$ cat config.mk
export PLATFORM = sky130hd
export DESIGN_NAME = mem_access_seq_flat
export DESIGN_NICKNAME = d
export VERILOG_FILES = /design/src/rtl/mem_access_seq_if.sv /design/src/rtl/mem_access_seq.sv /design/src/flat_wrapper.sv
export SDC_FILE = /design/constraint.sdc
export NUM_CORES = 1
export LEC_CHECK = 0
export CORE_MARGIN = 8
export CORE_UTILIZATION = 25
export CTS_CLUSTER_SIZE = 8
export DETAILED_ROUTE_END_ITERATION = 6
export GPL_ROUTABILITY_DRIVEN = 0
export PLACE_DENSITY = 0.55
export SLEW_MARGIN = 20
export SYNTH_ARGS = -nofsm -noshare
export SYNTH_HDL_FRONTEND = slang
export SYNTH_SLANG_ARGS = --single-unit
$ cat constraint.sdc
create_clock -name clk_i -period 3.7 [get_ports clk_i]
set_clock_uncertainty 0.15 [all_clocks]
set_input_delay 0.74 -clock clk_i [delete_from_list [all_inputs] [get_ports clk_i]]
set_output_delay 0.74 -clock clk_i [all_outputs]
set_load 0.005 [all_outputs]
$ cat src/rtl/mem_access_seq_if.sv
// Bundle of pipeline-request and byte-memory signals around the word-to-byte access sequencer.
// The sequencer binds to the slave modport; the pipeline/memory side binds to master.
interface mem_access_seq_if;
  logic        req_read_i;
  logic        req_write_i;
  logic [31:0] req_addr_i;
  logic [31:0] req_wdata_i;
  logic        stall_o;
  logic        done_o;
  logic        err_o;
  logic [31:0] rdata_o;
  logic [31:0] mem_addr_o;
  logic [7:0]  mem_wdata_o;
  logic        mem_read_o;
  logic        mem_write_o;
  logic [7:0]  mem_rdata_i;

  modport slave (
    input  req_read_i, req_write_i, req_addr_i, req_wdata_i, mem_rdata_i,
    output stall_o, done_o, err_o, rdata_o, mem_addr_o, mem_wdata_o, mem_read_o, mem_write_o
  );

  modport master (
    output req_read_i, req_write_i, req_addr_i, req_wdata_i, mem_rdata_i,
    input  stall_o, done_o, err_o, rdata_o, mem_addr_o, mem_wdata_o, mem_read_o, mem_write_o
  );
endinterface

$ cat src/rtl/mem_access_seq.sv
// Splits a word lw/sw into four little-endian byte accesses on a byte-wide data memory,
// assembles load data and stalls the pipeline until the access completes.
//
// state   | meaning
// IDLE    | waiting for a request; stall follows the request combinationally
// WR      | one byte write strobe per beat, beats 0..3
// RD      | one byte read strobe per beat; captures the byte read on the previous beat
// RD_TAIL | captures the last byte and loads rdata_o
// DONE    | completion pulse, request inputs ignored
// ERR     | completion plus error pulse, no memory activity
module mem_access_seq #(
  parameter int MEM_BYTES = 32
) (
  input  logic clk_i,
  input  logic rst_i,
  mem_access_seq_if.slave bus
);

  localparam logic [31:0] MAX_BASE = 32'(MEM_BYTES - 4);

  typedef enum logic [2:0] {IDLE, WR, RD, RD_TAIL, DONE, ERR} state_t;

  state_t      state;
  logic [1:0]  beat;
  logic [1:0]  next_beat;
  logic [31:0] base;
  logic [31:0] wdata;
  logic [23:0] asm_q;
  logic [31:0] rdata_q;
  logic        stall_q;
  logic        done_q;
  logic        err_q;
  logic        mem_read_q;
  logic        mem_write_q;
  logic [31:0] mem_addr_q;
  logic [7:0]  mem_wdata_q;
  logic        req_valid;
  logic        req_bad;

  function automatic logic [7:0] byte_of(input logic [31:0] w, input logic [1:0] k);
    case (k)
      2'd0:    byte_of = w[7:0];
      2'd1:    byte_of = w[15:8];
      2'd2:    byte_of = w[23:16];
      default: byte_of = w[31:24];
    endcase
  endfunction

  always_comb begin
    next_beat = beat + 2'd1;
    req_valid = bus.req_read_i | bus.req_write_i;
    req_bad   = (bus.req_read_i & bus.req_write_i) | (bus.req_addr_i[1:0] != 2'b00) |
                (bus.req_addr_i > MAX_BASE);
  end

  always_ff @(posedge clk_i) begin
    if (rst_i) begin
      state       <= IDLE;
      beat        <= 2'd0;
      base        <= '0;
      wdata       <= '0;
      asm_q       <= '0;
      rdata_q     <= '0;
      stall_q     <= 1'b0;
      done_q      <= 1'b0;
      err_q       <= 1'b0;
      mem_read_q  <= 1'b0;
      mem_write_q <= 1'b0;
      mem_addr_q  <= '0;
      mem_wdata_q <= '0;
    end else begin
      done_q      <= 1'b0;
      err_q       <= 1'b0;
      mem_read_q  <= 1'b0;
      mem_write_q <= 1'b0;
      mem_addr_q  <= '0;
      mem_wdata_q <= '0;
      case (state)
        IDLE: begin
          if (req_valid) begin
            base  <= bus.req_addr_i;
            wdata <= bus.req_wdata_i;
            beat  <= 2'd0;
            if (req_bad) begin
              state  <= ERR;
              done_q <= 1'b1;
              err_q  <= 1'b1;
            end else if (bus.req_write_i) begin
              state       <= WR;
              stall_q     <= 1'b1;
              mem_write_q <= 1'b1;
              mem_addr_q  <= bus.req_addr_i;
              mem_wdata_q <= bus.req_wdata_i[7:0];
            end else begin
              state      <= RD;
              stall_q    <= 1'b1;
              mem_read_q <= 1'b1;
              mem_addr_q <= bus.req_addr_i;
            end
          end
        end
        WR: begin
          if (beat == 2'd3) begin
            state   <= DONE;
            stall_q <= 1'b0;
            done_q  <= 1'b1;
          end else begin
            beat        <= next_beat;
            mem_write_q <= 1'b1;
            mem_addr_q  <= base + {30'd0, next_beat};
            mem_wdata_q <= byte_of(wdata, next_beat);
          end
        end
        RD: begin
          // memory data lags the strobe by one cycle, so beat k lands byte k-1
          case (beat)
            2'd1:    asm_q[7:0]   <= bus.mem_rdata_i;
            2'd2:    asm_q[15:8]  <= bus.mem_rdata_i;
            2'd3:    asm_q[23:16] <= bus.mem_rdata_i;
            default: ;
          endcase
          if (beat == 2'd3) begin
            state <= RD_TAIL;
          end else begin
            beat       <= next_beat;
            mem_read_q <= 1'b1;
            mem_addr_q <= base + {30'd0, next_beat};
          end
        end
        RD_TAIL: begin
          rdata_q <= {bus.mem_rdata_i, asm_q};
          state   <= DONE;
          stall_q <= 1'b0;
          done_q  <= 1'b1;
        end
        DONE:    state <= IDLE;
        ERR:     state <= IDLE;
        default: state <= IDLE;
      endcase
    end
  end

  assign bus.stall_o     = stall_q | ((state == IDLE) & req_valid);
  assign bus.done_o      = done_q;
  assign bus.err_o       = err_q;
  assign bus.rdata_o     = rdata_q;
  assign bus.mem_read_o  = mem_read_q;
  assign bus.mem_write_o = mem_write_q;
  assign bus.mem_addr_o  = mem_addr_q;
  assign bus.mem_wdata_o = mem_wdata_q;

endmodule

$ cat src/flat_wrapper.sv
// flat-port wrapper written by rule: the top's interface ports become plain ports
module mem_access_seq_flat 
#(
  parameter int MEM_BYTES = 32
)
  (clk_i, rst_i, bus_req_read_i, bus_req_write_i, bus_req_addr_i, bus_req_wdata_i, bus_mem_rdata_i, bus_stall_o, bus_done_o, bus_err_o, bus_rdata_o, bus_mem_addr_o, bus_mem_wdata_o, bus_mem_read_o, bus_mem_write_o);
  mem_access_seq_if bus_i ();
  input  logic clk_i;
  input  logic rst_i;
  input wire logic [$bits(bus_i.req_read_i)-1:0] bus_req_read_i;
  input wire logic [$bits(bus_i.req_write_i)-1:0] bus_req_write_i;
  input wire logic [$bits(bus_i.req_addr_i)-1:0] bus_req_addr_i;
  input wire logic [$bits(bus_i.req_wdata_i)-1:0] bus_req_wdata_i;
  input wire logic [$bits(bus_i.mem_rdata_i)-1:0] bus_mem_rdata_i;
  output wire logic [$bits(bus_i.stall_o)-1:0] bus_stall_o;
  output wire logic [$bits(bus_i.done_o)-1:0] bus_done_o;
  output wire logic [$bits(bus_i.err_o)-1:0] bus_err_o;
  output wire logic [$bits(bus_i.rdata_o)-1:0] bus_rdata_o;
  output wire logic [$bits(bus_i.mem_addr_o)-1:0] bus_mem_addr_o;
  output wire logic [$bits(bus_i.mem_wdata_o)-1:0] bus_mem_wdata_o;
  output wire logic [$bits(bus_i.mem_read_o)-1:0] bus_mem_read_o;
  output wire logic [$bits(bus_i.mem_write_o)-1:0] bus_mem_write_o;
  assign bus_i.req_read_i = bus_req_read_i;
  assign bus_i.req_write_i = bus_req_write_i;
  assign bus_i.req_addr_i = bus_req_addr_i;
  assign bus_i.req_wdata_i = bus_req_wdata_i;
  assign bus_i.mem_rdata_i = bus_mem_rdata_i;
  assign bus_stall_o = bus_i.stall_o;
  assign bus_done_o = bus_i.done_o;
  assign bus_err_o = bus_i.err_o;
  assign bus_rdata_o = bus_i.rdata_o;
  assign bus_mem_addr_o = bus_i.mem_addr_o;
  assign bus_mem_wdata_o = bus_i.mem_wdata_o;
  assign bus_mem_read_o = bus_i.mem_read_o;
  assign bus_mem_write_o = bus_i.mem_write_o;
  mem_access_seq #(.MEM_BYTES(MEM_BYTES)) u_core (.clk_i(clk_i), .rst_i(rst_i), .bus(bus_i));
endmodule
Yosys cells after proc, flatten, opt, wreduce, memory -nomap -nowiden:

Cells that the tools add are included.

* register bits: 170
* input port bits: 76
* output and inout bits: 77
* word-level logic and storage cells: 88

* add/sub/neg operators: 2
* magnitude comparators: 1
* equal/unequal tests: 13
* multiplexer cells: 36
* bitwise gates (word level): 7
* reduce and logical (&&, ||, !) cells: 14

Operator list (count)
* two-way mux 32 bit: 3
* one-hot mux 32 bit (2 select lines): 1
* adder 32 x 2 -> 32 bit: 1
* > comparator 32 x 5 -> 1 bit (second input constant): 1
* two-way mux 8 bit: 4
* one-hot mux 8 bit (3 select lines): 1
* one-hot mux 8 bit (2 select lines): 1
* two-way mux 1 bit: 13
* two-way mux 3 bit: 4
* one-hot mux 3 bit (4 select lines): 1
* AND reduction 2 bit: 4
* == test 2 bit (second input constant): 3
* == test 3 x 2 -> 1 bit (second input constant): 2
* two-way mux 2 bit: 3
* inequality test 2 x 1 -> 1 bit (second input constant): 3
* one-hot mux 1 bit (3 select lines): 2
* AND reduction 3 bit: 2
* == test 2 x 1 -> 1 bit (second input constant): 2
* inequality test 2 bit (second input constant): 2
* bitwise OR 1 bit: 4
* one-hot mux 1 bit (2 select lines): 2
* one-hot mux 2 bit (2 select lines): 1
* AND reduction 4 bit: 1
* nonzero test 2 bit: 2
* 8 further kinds: 10

Depth between registers and ports, before layout:

Gate-level depths: netlist of run 1.

* depth in word-level cells: 6
* depth in mapped cells: 10
* mapped depth without buffers: 8

Worst setup path after synthesis of run 1:

Ideal clock, no wire load.

* kind: reg-to-reg
* start point: register u_core.beat[0]
* end point: register u_core.mem_addr_q[24], in the netlist u_core.bus.mem_addr_o[24]
* setup time: 0.070 ns
* arrival: 2.660 ns
* required time: 3.480 ns
* slack: 0.820 ns
* stages on the path, launching flop included: 11
* path buffers: 2
* clock period less this slack: 2.880 ns
* cell sequence: dfxtp_1 > inv_1 > ha_1 > inv_1 > fa_1 > nand4b_1 > or3_1 > clkbuf_1 > buf_2 > or3_1 > a21oi_1

* word-level cells in the longest chain between the ends: 4
* elaborated cells between the ends (all ways): 5
* classes of those cells: add/sub: 2; eq/ne: 1; mux: 2

RTL lines
* start: declaration: line mem_access_seq.sv:24 `logic [1:0] beat;`
* start signal: assignment: line mem_access_seq.sv:108 `beat <= next_beat;`
* start signal: assignment: line mem_access_seq.sv:125 `beat <= next_beat;`
* adder 2 x 1 -> 2 bit: line mem_access_seq.sv:50 `next_beat = beat + 2'd1;`
* adder 32 x 2 -> 32 bit: line mem_access_seq.sv:110, mem_access_seq.sv:127
* two-way mux 32 bit (*): line mem_access_seq.sv:103, mem_access_seq.sv:122
* one-hot mux 32 bit (2 select lines) (*): line mem_access_seq.sv:78 `case (state)`
* end signal: assignment: line mem_access_seq.sv:92 `mem_addr_q <= bus.req_addr_i;`
* end signal: assignment: line mem_access_seq.sv:110 `mem_addr_q <= base + {30'd0, next_beat};`
* end signal: assignment: line mem_access_seq.sv:127 `mem_addr_q <= base + {30'd0, next_beat};`
* end: declaration: line mem_access_seq.sv:35 `logic [31:0] mem_addr_q;`

Mark *: on every way between the ends. The rest lies on a longest branch, timed or not.
A chain may end at the register's enable or synchronous reset.

Worst setup path in the final report of run 1:

* start point: register u_core.beat[0]
* end point: register u_core.mem_addr_q[30], in the netlist u_core.bus.mem_addr_o[30]

Same word-level chain as after synthesis.

==> flow_summary.toml, run 1 <==
[cells_and_area]
n_antenna_cell = 0
area_growth_syn_to_layout_pct = 35.7
finalNetCount = 1029
instances_no_fill = 1298
drive_above_1_share_pct = 5.96
fillers = 2840

[routing]
routed_wl_um = 21800
drt_first_pass_iters = 5
ant_nets = 0
drt-initial-drc-count = 373
wire_per_inst_um = 16.8
dr_total_vias = 6095
via_per_inst = 4.70
drc_errors = 0

[die]
start_util_pct = 25.4
die_h_um = 181
pin_count = 153
rows = 60
die_w_um = 181
die_area_um2 = 32800
core_um2 = 26900

[grt]
antenna_found_initial = 4
grt_pass1_vias = 6089
grt_pass1_wl_um = 34500
grt_use_total_pct = 13.1
grt_max_degree = 66
overflow = 0

[yosys]
synthFlopType = "dfxtp_1"
syn_nets = 905
yosys_warnings = 0
synth_top_area_share_pct = 49.9
synth-edff-count = 0
synth.area.top_cells = "dfxtp_1 (50%), nand2_1 (12%), a21oi_1 (8.4%), mux2i_1 (4.3%), clkbuf_1 (2.5%)"
synthCells = 820
synth_top_cell_by_area = "dfxtp_1"
syn_area_per_cell_um2 = 8.31
ys_types = 50
ys_ff_latch = 170
synth-seq-area-share_pct = 49.9
async_reset_ff_share_pct = 0
syn_area_um2 = 6810

[clock_network]
clock-sinks = 170
cts_made_buffers = 17
ctsHtreeMaxLevel = 4
post_cts_buffers = 0
clock_path_buffers = 2
clock_latency_ns = 0.43
holdBufCountCts = 0
cts_tree = "yes"
clk_pin_slew_ns = 0.07
post_cts_resized = 0
root_buffer = "clkbuf_16"

[power]
irDropWorstVdd_v = 0.000266
power.density_nw_per_um2 = 466
p_total_mw = 4.31
p_leak_nw = 3.12

[worst_setup_path]
cp-start-kind = "flip-flop"
critPathMaxStageDelay_ns = 0.61
rrSetupSlack_ns = 0.49
reg2reg_to = "u_core.bus.mem_addr_o[30]"
crit_top_cell = "inv_1"
worstPathArrival_ns = 3.41
criticalPathCategory = "reg2reg"
reg2reg_depth = 8
crit_family = "simple AND/OR/NAND/NOR gates"
crit_path_top_delay_cell = "or3_1"
startpoint = "u_core.beat[0]"
worstReg2RegStart = "u_core.beat[0]"
crit_chain = "inv_1, ha_1, inv_1, fa_1, nand4b_1, or3_1, or4_1, a21oi_1"
cp_num_buf_inv = 2
cp.required_ns = 3.90
worst_setup_path_end_kind = "flip-flop"
path_max_fanout = 17

[sta]
finalMaxSlewViolations = 0
min_period_over_period_pct = 86.7
max_freq_mhz = 312
fin_tns_setup_ns = 0
finalSetupViolCount = 0
hold_violations = 0
timing.slew.headroom_pct = 51.8
tightest_slew_ns = 0.723
min_period_ns = 3.21
rsz0062_at_grt = "false"
hold_ws_ns = 0.293

[status]
status = "finished clean"

[worst_hold_path]
hold_class = "reg2reg"
min_to = "u_core.bus.rdata_o[7]"
hold_depth = 2
hp-start = "u_core.asm_q[7]"

[place]
place_hpwl_um = 15400
port_buffers = 152
placedCellCount = 1266

[run]
drv_cap = 0
-- how the worst max path moves through the flow --
stage                                end  depth (start not counted)
2_1_floorplan  u_core.bus.mem_addr_o[24]                         10
3_3_place_gp   u_core.bus.mem_addr_o[28]                          8
3_5_place_dp   u_core.bus.mem_addr_o[26]                          8
4_1_cts        u_core.bus.mem_addr_o[20]                          8
5_1_grt        u_core.bus.mem_addr_o[20]                          8
6_report       u_core.bus.mem_addr_o[30]                          8
-- sequential cells by signal, summed over array words and instances (netlist names), 2 cells and up --
name,count
u_core.beat,2
u_core.base,32
u_core.bus.mem_addr_o,32
u_core.asm_q,24
u_core.wdata,32
u_core.bus.rdata_o,32
u_core.state,3
u_core.bus.mem_wdata_o,8
-- tightest hold or removal path, stage by stage (launching register included) --
cell,delay (ns)
dfxtp_1,0.31
nand2_1,0.05
a21oi_1,0.05
-- metal layers --
metal | wire (µm) | vias to the layer above | global-route usage, %
met4 | 205 | 8 | 3.48
met5 | 47 | - | 0
met1 | 9940 | 2858 | 15.9
met3 | 1620 | 22 | 5.28
li1 | - | 3064 | -
met2 | 9960 | 143 | 21.3
-- stage by stage --
| step | worst slack (ns) | utilization (%) | cell area, µm² |
|---|---|---|---|
| floorplan | 0.820 | - | 6810 |
| global placement | 0.561 | 32.1 | 8620 |
| detailed placement | 0.492 | 32.1 | 8630 |
| CTS | 0.477 | 34.4 | 9250 |
| global route | 0.266 | 34.4 | 9250 |
| finish | 0.492 | 34.4 | 9250 |
-- cells in the final DEF, fill, tap and decap left out, types with 4 or more instances in the layout --
cell | Yosys | routed
a21oi_1 | 115 | 115
a222oi_1 | 8 | 8
a32o_1 | 8 | 8
buf_4 | 0 | 11
clkbuf_16 | 0 | 17
clkdlybuf4s50_1 | 0 | 151
dfxtp_1 | 170 | 170
ha_1 | 8 | 8
inv_1 | 14 | 14
inv_6 | 0 | 4
mux2i_1 | 29 | 29
nand2_1 | 222 | 220
nand3_1 | 10 | 10
nand4_1 | 9 | 9
nor2_1 | 44 | 44
nor3_1 | 6 | 5
nor4_1 | 11 | 11
o21ai_0 | 16 | 16
o31ai_1 | 11 | 11
or2_2 | 4 | 4
or3_1 | 13 | 13
or4_1 | 12 | 12
xnor2_1 | 8 | 8
-- synthesized netlist by cell type (all sizes together) (3+ instances only) --
cell,instances
buf,10
inv,14
or4,13
and4,3
or3,14
ha,8
nand2b,3
a222oi,8
xnor2,8
nor2b,3
and3,4
a32o,8
xor2,3
mux2i,29
a21oi,115
clkbuf,47
or2,4
o21ai,16
nor4,11
nor2,44
dfxtp,170
nand4,10
nand3,10
nor3,7
and2,4
o31ai,11
nand2,222
-- final cells by class --
cell class	instances	area, µm²	share of cell area, %
timing repair buffer	163	1610	17.5
tap	341	427	4.61
clock inverter	13	178	1.92
sequential	170	3400	36.8
multi-input combinational	578	3130	33.8
inverter	14	52.6	0.568
clock buffer	19	443	4.79
-- kinds of logic (layout without fill, tap and decap cells) --
kind of cell	count (synthesis)	in the layout	synth area share, %
compound gates	174	174	15.1
xor+xnor	11	11	1.41
fa+ha+maj	9	9	1.76
buf+inv	72	209	4.30
flops	170	170	49.9
mux	29	29	4.26
simple gates	355	355	23.2
-- where the power goes --
part	total (mW)	switching, mW	leakage [nW]	internal (mW)
Sequential	1.98	0.0739	1.38	1.91
Clock	1.89	0.790	0.303	1.10
Combinational	0.442	0.243	1.43	0.199
Total	4.31	1.11	3.12	3.21
Power figures use the tool's default switching activity.
==> run 2, diff against run 1 <==
Settings changed: CAP_MARGIN set to 40.
==> results of run 2 <==
Final layout, timing and power as in run 1 (identical DEF).
